<file path="src/rtl/ceres_param.sv">
// Shared types and constants for the D-cache port arbiter and its requesters.
package ceres_param;

   localparam int DCACHE_ARB_NUM_REQ = 2;
   localparam int ARB_IDX_LSU        = 0;
   localparam int ARB_IDX_PTW        = 1;

   typedef enum logic [1:0] {
      IDLE  = 2'd0,
      BUSY  = 2'd1,
      DRAIN = 2'd2
   } arb_state_e;

   typedef struct packed {
      logic        valid;
      logic        ready;
      logic        we;
      logic [3:0]  be;
      logic [31:0] addr;
      logic [31:0] wdata;
   } dcache_req_t;

   typedef struct packed {
      logic        valid;
      logic [31:0] data;
   } dcache_res_t;

endpackage

</file>
<file path="src/rtl/arb_prio_sel.sv">
// Fixed-priority selector with starvation override: the lowest starved index wins,
// otherwise the lowest valid index. Purely combinational.
module arb_prio_sel #(
   parameter  int N  = 2,
   localparam int IW = (N > 1) ? $clog2(N) : 1
) (
   input  logic [N-1:0]  valid_i,
   input  logic [N-1:0]  starved_i,
   output logic [N-1:0]  gnt_o,
   output logic [IW-1:0] idx_o
);

   logic [N-1:0] cand;

   always_comb begin
      cand  = (|(starved_i & valid_i)) ? (starved_i & valid_i) : valid_i;
      gnt_o = '0;
      idx_o = '0;
      // Walk from the top down so the lowest candidate is the last one written.
      for (int k = N - 1; k >= 0; k--) begin
         if (cand[k]) begin
            gnt_o    = '0;
            gnt_o[k] = 1'b1;
            idx_o    = IW'(k);
         end
      end
   end

endmodule

</file>
<file path="src/rtl/dcache_port_arbiter.sv">
// Shares the single D-cache port between NUM_REQ requesters, one transaction in
// flight; fixed priority with age-based promotion, response routed to the owner.
module dcache_port_arbiter
   import ceres_param::*;
#(
   parameter  int NUM_REQ      = DCACHE_ARB_NUM_REQ,
   parameter  int STARVE_LIMIT = 8,
   localparam int AGE_W        = $clog2(STARVE_LIMIT + 1),
   localparam int OW           = (NUM_REQ > 1) ? $clog2(NUM_REQ) : 1
) (
   input  logic               clk_i,
   input  logic               rst_ni,
   input  logic               flush_i,
   input  dcache_req_t        req_i [NUM_REQ],
   output logic [NUM_REQ-1:0] req_ready_o,
   output dcache_res_t        res_o [NUM_REQ],
   output dcache_req_t        dcache_req_o,
   input  dcache_res_t        dcache_res_i,
   output logic               busy_o,
   output logic [OW-1:0]      owner_o
);

   arb_state_e         state_q, state_d;
   logic [OW-1:0]      owner_q, owner_d;
   logic [AGE_W-1:0]   age_q [NUM_REQ];
   logic [AGE_W-1:0]   age_d [NUM_REQ];
   logic [NUM_REQ-1:0] valid_vec, starved_vec, gnt;
   logic [OW-1:0]      gnt_idx;

   always_comb begin
      for (int k = 0; k < NUM_REQ; k++) begin
         valid_vec[k]   = req_i[k].valid;
         starved_vec[k] = (age_q[k] == AGE_W'(STARVE_LIMIT));
      end
   end

   arb_prio_sel #(.N(NUM_REQ)) u_sel (
      .valid_i   (valid_vec),
      .starved_i (starved_vec),
      .gnt_o     (gnt),
      .idx_o     (gnt_idx)
   );

   always_comb begin
      state_d      = state_q;
      owner_d      = owner_q;
      req_ready_o  = '0;
      dcache_req_o = '0;
      for (int k = 0; k < NUM_REQ; k++) begin
         res_o[k].valid = 1'b0;
         res_o[k].data  = dcache_res_i.data;
      end
      unique case (state_q)
         IDLE: begin
            // A response arriving here has no owner and is dropped.
            if (!flush_i && (|valid_vec)) begin
               req_ready_o        = gnt;
               dcache_req_o       = req_i[gnt_idx];
               dcache_req_o.valid = 1'b1;
               dcache_req_o.ready = 1'b1;
               owner_d            = gnt_idx;
               state_d            = BUSY;
            end
         end
         BUSY: begin
            if (dcache_res_i.valid) begin
               res_o[owner_q].valid = 1'b1;
               state_d              = IDLE;
            end else if (flush_i) begin
               state_d = DRAIN;
            end
         end
         DRAIN: begin
            if (dcache_res_i.valid) state_d = IDLE;
         end
         default: state_d = IDLE;
      endcase
   end

   always_comb begin
      for (int k = 0; k < NUM_REQ; k++) begin
         if (flush_i || !req_i[k].valid || req_ready_o[k]) age_d[k] = '0;
         else if (!starved_vec[k])                         age_d[k] = age_q[k] + AGE_W'(1);
         else                                              age_d[k] = age_q[k];
      end
   end

   always_ff @(posedge clk_i or negedge rst_ni) begin
      if (!rst_ni) begin
         state_q <= IDLE;
         owner_q <= '0;
         for (int k = 0; k < NUM_REQ; k++) age_q[k] <= '0;
      end else begin
         state_q <= state_d;
         owner_q <= owner_d;
         for (int k = 0; k < NUM_REQ; k++) age_q[k] <= age_d[k];
      end
   end

   assign busy_o  = (state_q != IDLE);
   assign owner_o = owner_q;

endmodule
</file>
<file path="config.mk">
export PLATFORM = sky130hd
export DESIGN_NAME = dcache_port_arbiter
export DESIGN_NICKNAME = d
export VERILOG_FILES = /design/src/rtl/ceres_param.sv /design/src/rtl/arb_prio_sel.sv /design/src/rtl/dcache_port_arbiter.sv
export SDC_FILE = /design/constraint.sdc
export NUM_CORES = 1
export LEC_CHECK = 0
export CORE_AREA = 2 2 124 126
export CTS_CLUSTER_DIAMETER = 30
export DETAILED_ROUTE_END_ITERATION = 10
export DIE_AREA = 0 0 126 128
export PLACE_DENSITY = 0.64
export SLEW_MARGIN = 15
export SYNTH_ARGS = -nofsm -noshare
export SYNTH_HDL_FRONTEND = slang
export SYNTH_HIERARCHICAL = 1
export SYNTH_SLANG_ARGS = --single-unit
</file>
<file path="constraint.sdc">
create_clock -name clk_i -period 3.7 [get_ports clk_i]
set_input_delay 0.925 -clock clk_i [delete_from_list [all_inputs] [get_ports clk_i]]
set_output_delay 0.925 -clock clk_i [all_outputs]
set_load 0.1 [all_outputs]
</file>
==> results.ini, run 1 <==
[timing]
setup_viol = 0
tightestPinTransition_ns = 0.9610
final_min_period_over_clock_period = 0.9688
final_hold_slack_ns = 0.5490
setup_repair_after_global_routing_missed_its_margin = no
max_freq_mhz = 279.0
timing_hold_violations_final = 0
final.min_clock_period_ns = 3.584
post_layout_worst_setup_margin_ns = 0.1155
slew_headroom = 0.3573
slew_violations = 0
final.setup_skew_ns = 0.001493

[synth]
async_flop_share = 1.000
synth-xor-area-share = 0.02404
post_synth_mux_area_share = 0.3320
synth_fa_ha_area_frac = 0.02290
syn_inst = 287
synth_compound_gate_area_share = 0.01603
largest_family_of_logic_cells_by_synthesized_area = multiplexers
yosys_most_used_dff = sky130_fd_sc_hd__dfrtp_1
synth_enable_flop_cells = 0
synthSimpleGateAreaFrac = 0.1826
ys.warnings.count = 6
postSynthAreaPerCell_um2 = 7.616
synth_area_um2 = 2186
mappedNetlistNets = 469
yosys.cell_types.count = 24
synth.ff_latch_count = 11
synth_sequential_area_ratio = 0.1259

[route]
antenna_left = 0
met1_length_um = 3154
route.detailed.wl_per_inst_um = 13.51
route.vias.total = 2362
drt-total-wl_um = 8419
detail_route.iter0.violations = 38
vias_per_cell = 3.791
met3_length_um = 819
route.top_layer_used = met4
wl_met2_um = 4384
route.detailed.drc = 0
drt_pre_antenna_iters = 3

[worst_setup_path]
setup.worst_path.start_class = primary input
setup.worst_path.end_class = output port
cp_common_cell = sky130_fd_sc_hd__buf_12
worst_path_class_setup = primary input to output port
dominant_delay_contributor_by_cell_family_on_the_critical_path = buffers and inverters
slowest_delay_ns = 0.56
path_buf_inv = 4
worst-path-max-fanout = 35
worstPathCellList = clkdlybuf4s50_1 -> nor2_1 -> or4_4 -> buf_12 -> clkinvlp_4 -> and2_2 -> buf_12
critical-path-slowest-cell = sky130_fd_sc_hd__clkdlybuf4s50_1
cp.arrival_ns = 2.66
timing.critical_path.required_ns = 2.77

[clock_network]
numCtsBuffers = 3
cts.root.buffer_cell = sky130_fd_sc_hd__clkbuf_16
clk_pin_slew_ns = 0.04
buffers_inserted_by_post_cts_timing_repair = 0
worstSkewPairLatency_ns = 0.24
ctsHtreeMaxLevel = 1
count_of_cells_resized_by_post_cts_repair = 0
clock-sinks = 11
max-clock-path-buffers = 2
cts_tree = yes
post_cts_hold_buffer_count = 0

[power_and_ir_drop]
power.ir.vdd_worst_mv = 0.2633
power.static_leakage_nw = 1.993
power.density_nw_per_um2 = 289.6

[finish]
syn2layout_area_growth_pct = 132.5
num-fill-cells = 1464
register_cell_area_after_layout_um2 = 275.3
antenna-diode-count = 0
layout-drive-gt1-share = 0.3494
multiInputGateArea_um2 = 1426
commonest_non_fill_non_tap_cells_in_the_layout = sky130_fd_sc_hd__clkdlybuf4s50_1 (144), sky130_fd_sc_hd__buf_12 (77), sky130_fd_sc_hd__mux2i_1 (71), sky130_fd_sc_hd__nor2_2 (60), sky130_fd_sc_hd__nor2_1 (20)
finish.net_count = 618
layout_commonest_cell = sky130_fd_sc_hd__clkdlybuf4s50_1

[global_route]
global_route.overflow_total = 0
gr-usage-all-layers = 0.09727
grt_start_max_net_pins = 39
antenna_found_initial = 0
first_global_vias = 2402
wire_length_of_the_first_global_routing_pass_um = 12900

[floorplan]
floorplan.rows = 45
area_of_the_core_region_um2 = 14860
floorplan.die_area_um2 = 16130
die_height_um = 128
overall_die_width_um = 126
boundaryPins = 319
initial_utilization = 0.1471

[placed_design]
dp.final_hpwl_um = 7233
place_worst_setup_slack_ns = 0.09900
portBuffers = 220
gp_congestion = 0.7490

[job]
maxCapViolCount = 0

[run_status]
status = finished clean

[worst_hold_path]
hold_path_class = flip-flop to flip-flop

worst reg2reg max path, stage by stage (launching register included):
cell and delay (ns):
sky130_fd_sc_hd__dfrtp_1 0.41, sky130_fd_sc_hd__inv_1 0.06, sky130_fd_sc_hd__ha_1 0.20, sky130_fd_sc_hd__nand3b_1 0.16
sky130_fd_sc_hd__inv_1 0.08, sky130_fd_sc_hd__nor2b_4 0.13, sky130_fd_sc_hd__o21a_4 0.21, sky130_fd_sc_hd__buf_12 0.18
sky130_fd_sc_hd__a211o_1 0.35, sky130_fd_sc_hd__nor3_1 0.17
sequential cells by signal (all words and copies together), names as in the netlist:
signal,count
owner_o,1
state_q,2
age_q,8
layout make-up:
cell class	count	share of cell area
flip-flops and latches	11	0.05417
multi-input cells	183	0.2807
clock buffers	4	0.01551
well taps	188	0.04629
inverters	11	0.008865
repair buffers	226	0.5944
final timing paths:
path | startpoint | to | slack (ns) | cells after the start
setup / recovery | req_i[70] | req_ready_o[0] | 0.12 | 7
hold / removal | age_q[7] | age_q[7] | 0.55 | 2
setup reg to reg | age_q[0] | age_q[2] | 1.67 | 9
hold reg to reg | age_q[7] | age_q[7] | 0.55 | 2
max in group asynchronous | rst_ni | age_q[2] | 2.31 | 1
min in group asynchronous | rst_ni | owner_o | 1.04 | 1
metrics by stage:
| step | util | cell area [um2] | instances | setup TNS [ns] | power (mW) |
|---|---|---|---|---|---|
| 5_1_grt | 0.3418 | 5081 | 623 | 0 | 1.525 |
| 3_5_place_dp | 0.3365 | 5002 | 619 | 0 | 1.286 |
| 6_report | 0.3418 | 5081 | 623 | 0 | 1.472 |
| 2_1_floorplan | - | 2342 | 287 | -2.122 | 1.140 |
| 4_1_cts | 0.3418 | 5081 | 623 | 0 | 1.488 |
| 3_3_place_gp | 0.3365 | 5002 | 619 | 0 | 1.276 |
logic make-up (layout without fill, tap and decap cells):
kind of cell	after synthesis	after routing
XOR/XNOR	6	6
AO/OA/AOI/OAI	5	5
buffers and inverters	93	241
adder cells (fa/ha/maj)	4	4
multiplexers	72	72
flip-flops	11	11
AND/OR/NAND/NOR	96	96
layer usage:
| layer | vias to the layer above | track usage |
|---|---|---|
| met5 | - | 0 |
| met2 | 156 | 0.1755 |
| met3 | 6 | 0.03548 |
| met4 | 0 | 0.01681 |
| met1 | 1037 | 0.1116 |
| li1 | 1163 | - |
Yosys cell counts, types with 2 or more instances:
| library cell | n | area share |
|---|---|---|
| sky130_fd_sc_hd__a211o_1 | 2 | 0.0080 |
| sky130_fd_sc_hd__nor2b_1 | 2 | 0.0057 |
| sky130_fd_sc_hd__buf_2 | 2 | 0.0046 |
| sky130_fd_sc_hd__nand2_1 | 3 | 0.0052 |
| sky130_fd_sc_hd__xor2_1 | 2 | 0.0080 |
| sky130_fd_sc_hd__inv_1 | 11 | 0.019 |
| sky130_fd_sc_hd__buf_6 | 5 | 0.026 |
| sky130_fd_sc_hd__nor3_1 | 2 | 0.0046 |
| sky130_fd_sc_hd__mux2i_1 | 71 | 0.33 |
| sky130_fd_sc_hd__ha_1 | 4 | 0.023 |
| sky130_fd_sc_hd__nor2_1 | 80 | 0.14 |
| sky130_fd_sc_hd__xnor2_1 | 4 | 0.016 |
| sky130_fd_sc_hd__dfrtp_1 | 11 | 0.13 |
| sky130_fd_sc_hd__nand3_1 | 2 | 0.0046 |
| sky130_fd_sc_hd__a21oi_1 | 2 | 0.0046 |
| sky130_fd_sc_hd__buf_4 | 69 | 0.24 |
| sky130_fd_sc_hd__nand3b_1 | 2 | 0.0069 |
| sky130_fd_sc_hd__buf_1 | 6 | 0.010 |
| sky130_fd_sc_hd__and2_1 | 2 | 0.0057 |
power by group:
group	leakage [nW]	internal (mW)	total, mW	switching (mW)
Clock	0.0382	0.144	0.195	0.0507
Sequential	0.149	0.128	0.136	0.00796
Combinational	1.81	0.453	1.14	0.688
Total	1.99	0.725	1.47	0.746
Note: power is estimated with default switching activity, not from simulation.
==> run 2: changes to the inputs <==
Settings changed: CAP_MARGIN set to 10, SKIP_LAST_GASP set to 1.
==> results of run 2 <==
The final DEF is identical to that of run 1; final timing and power are the same.
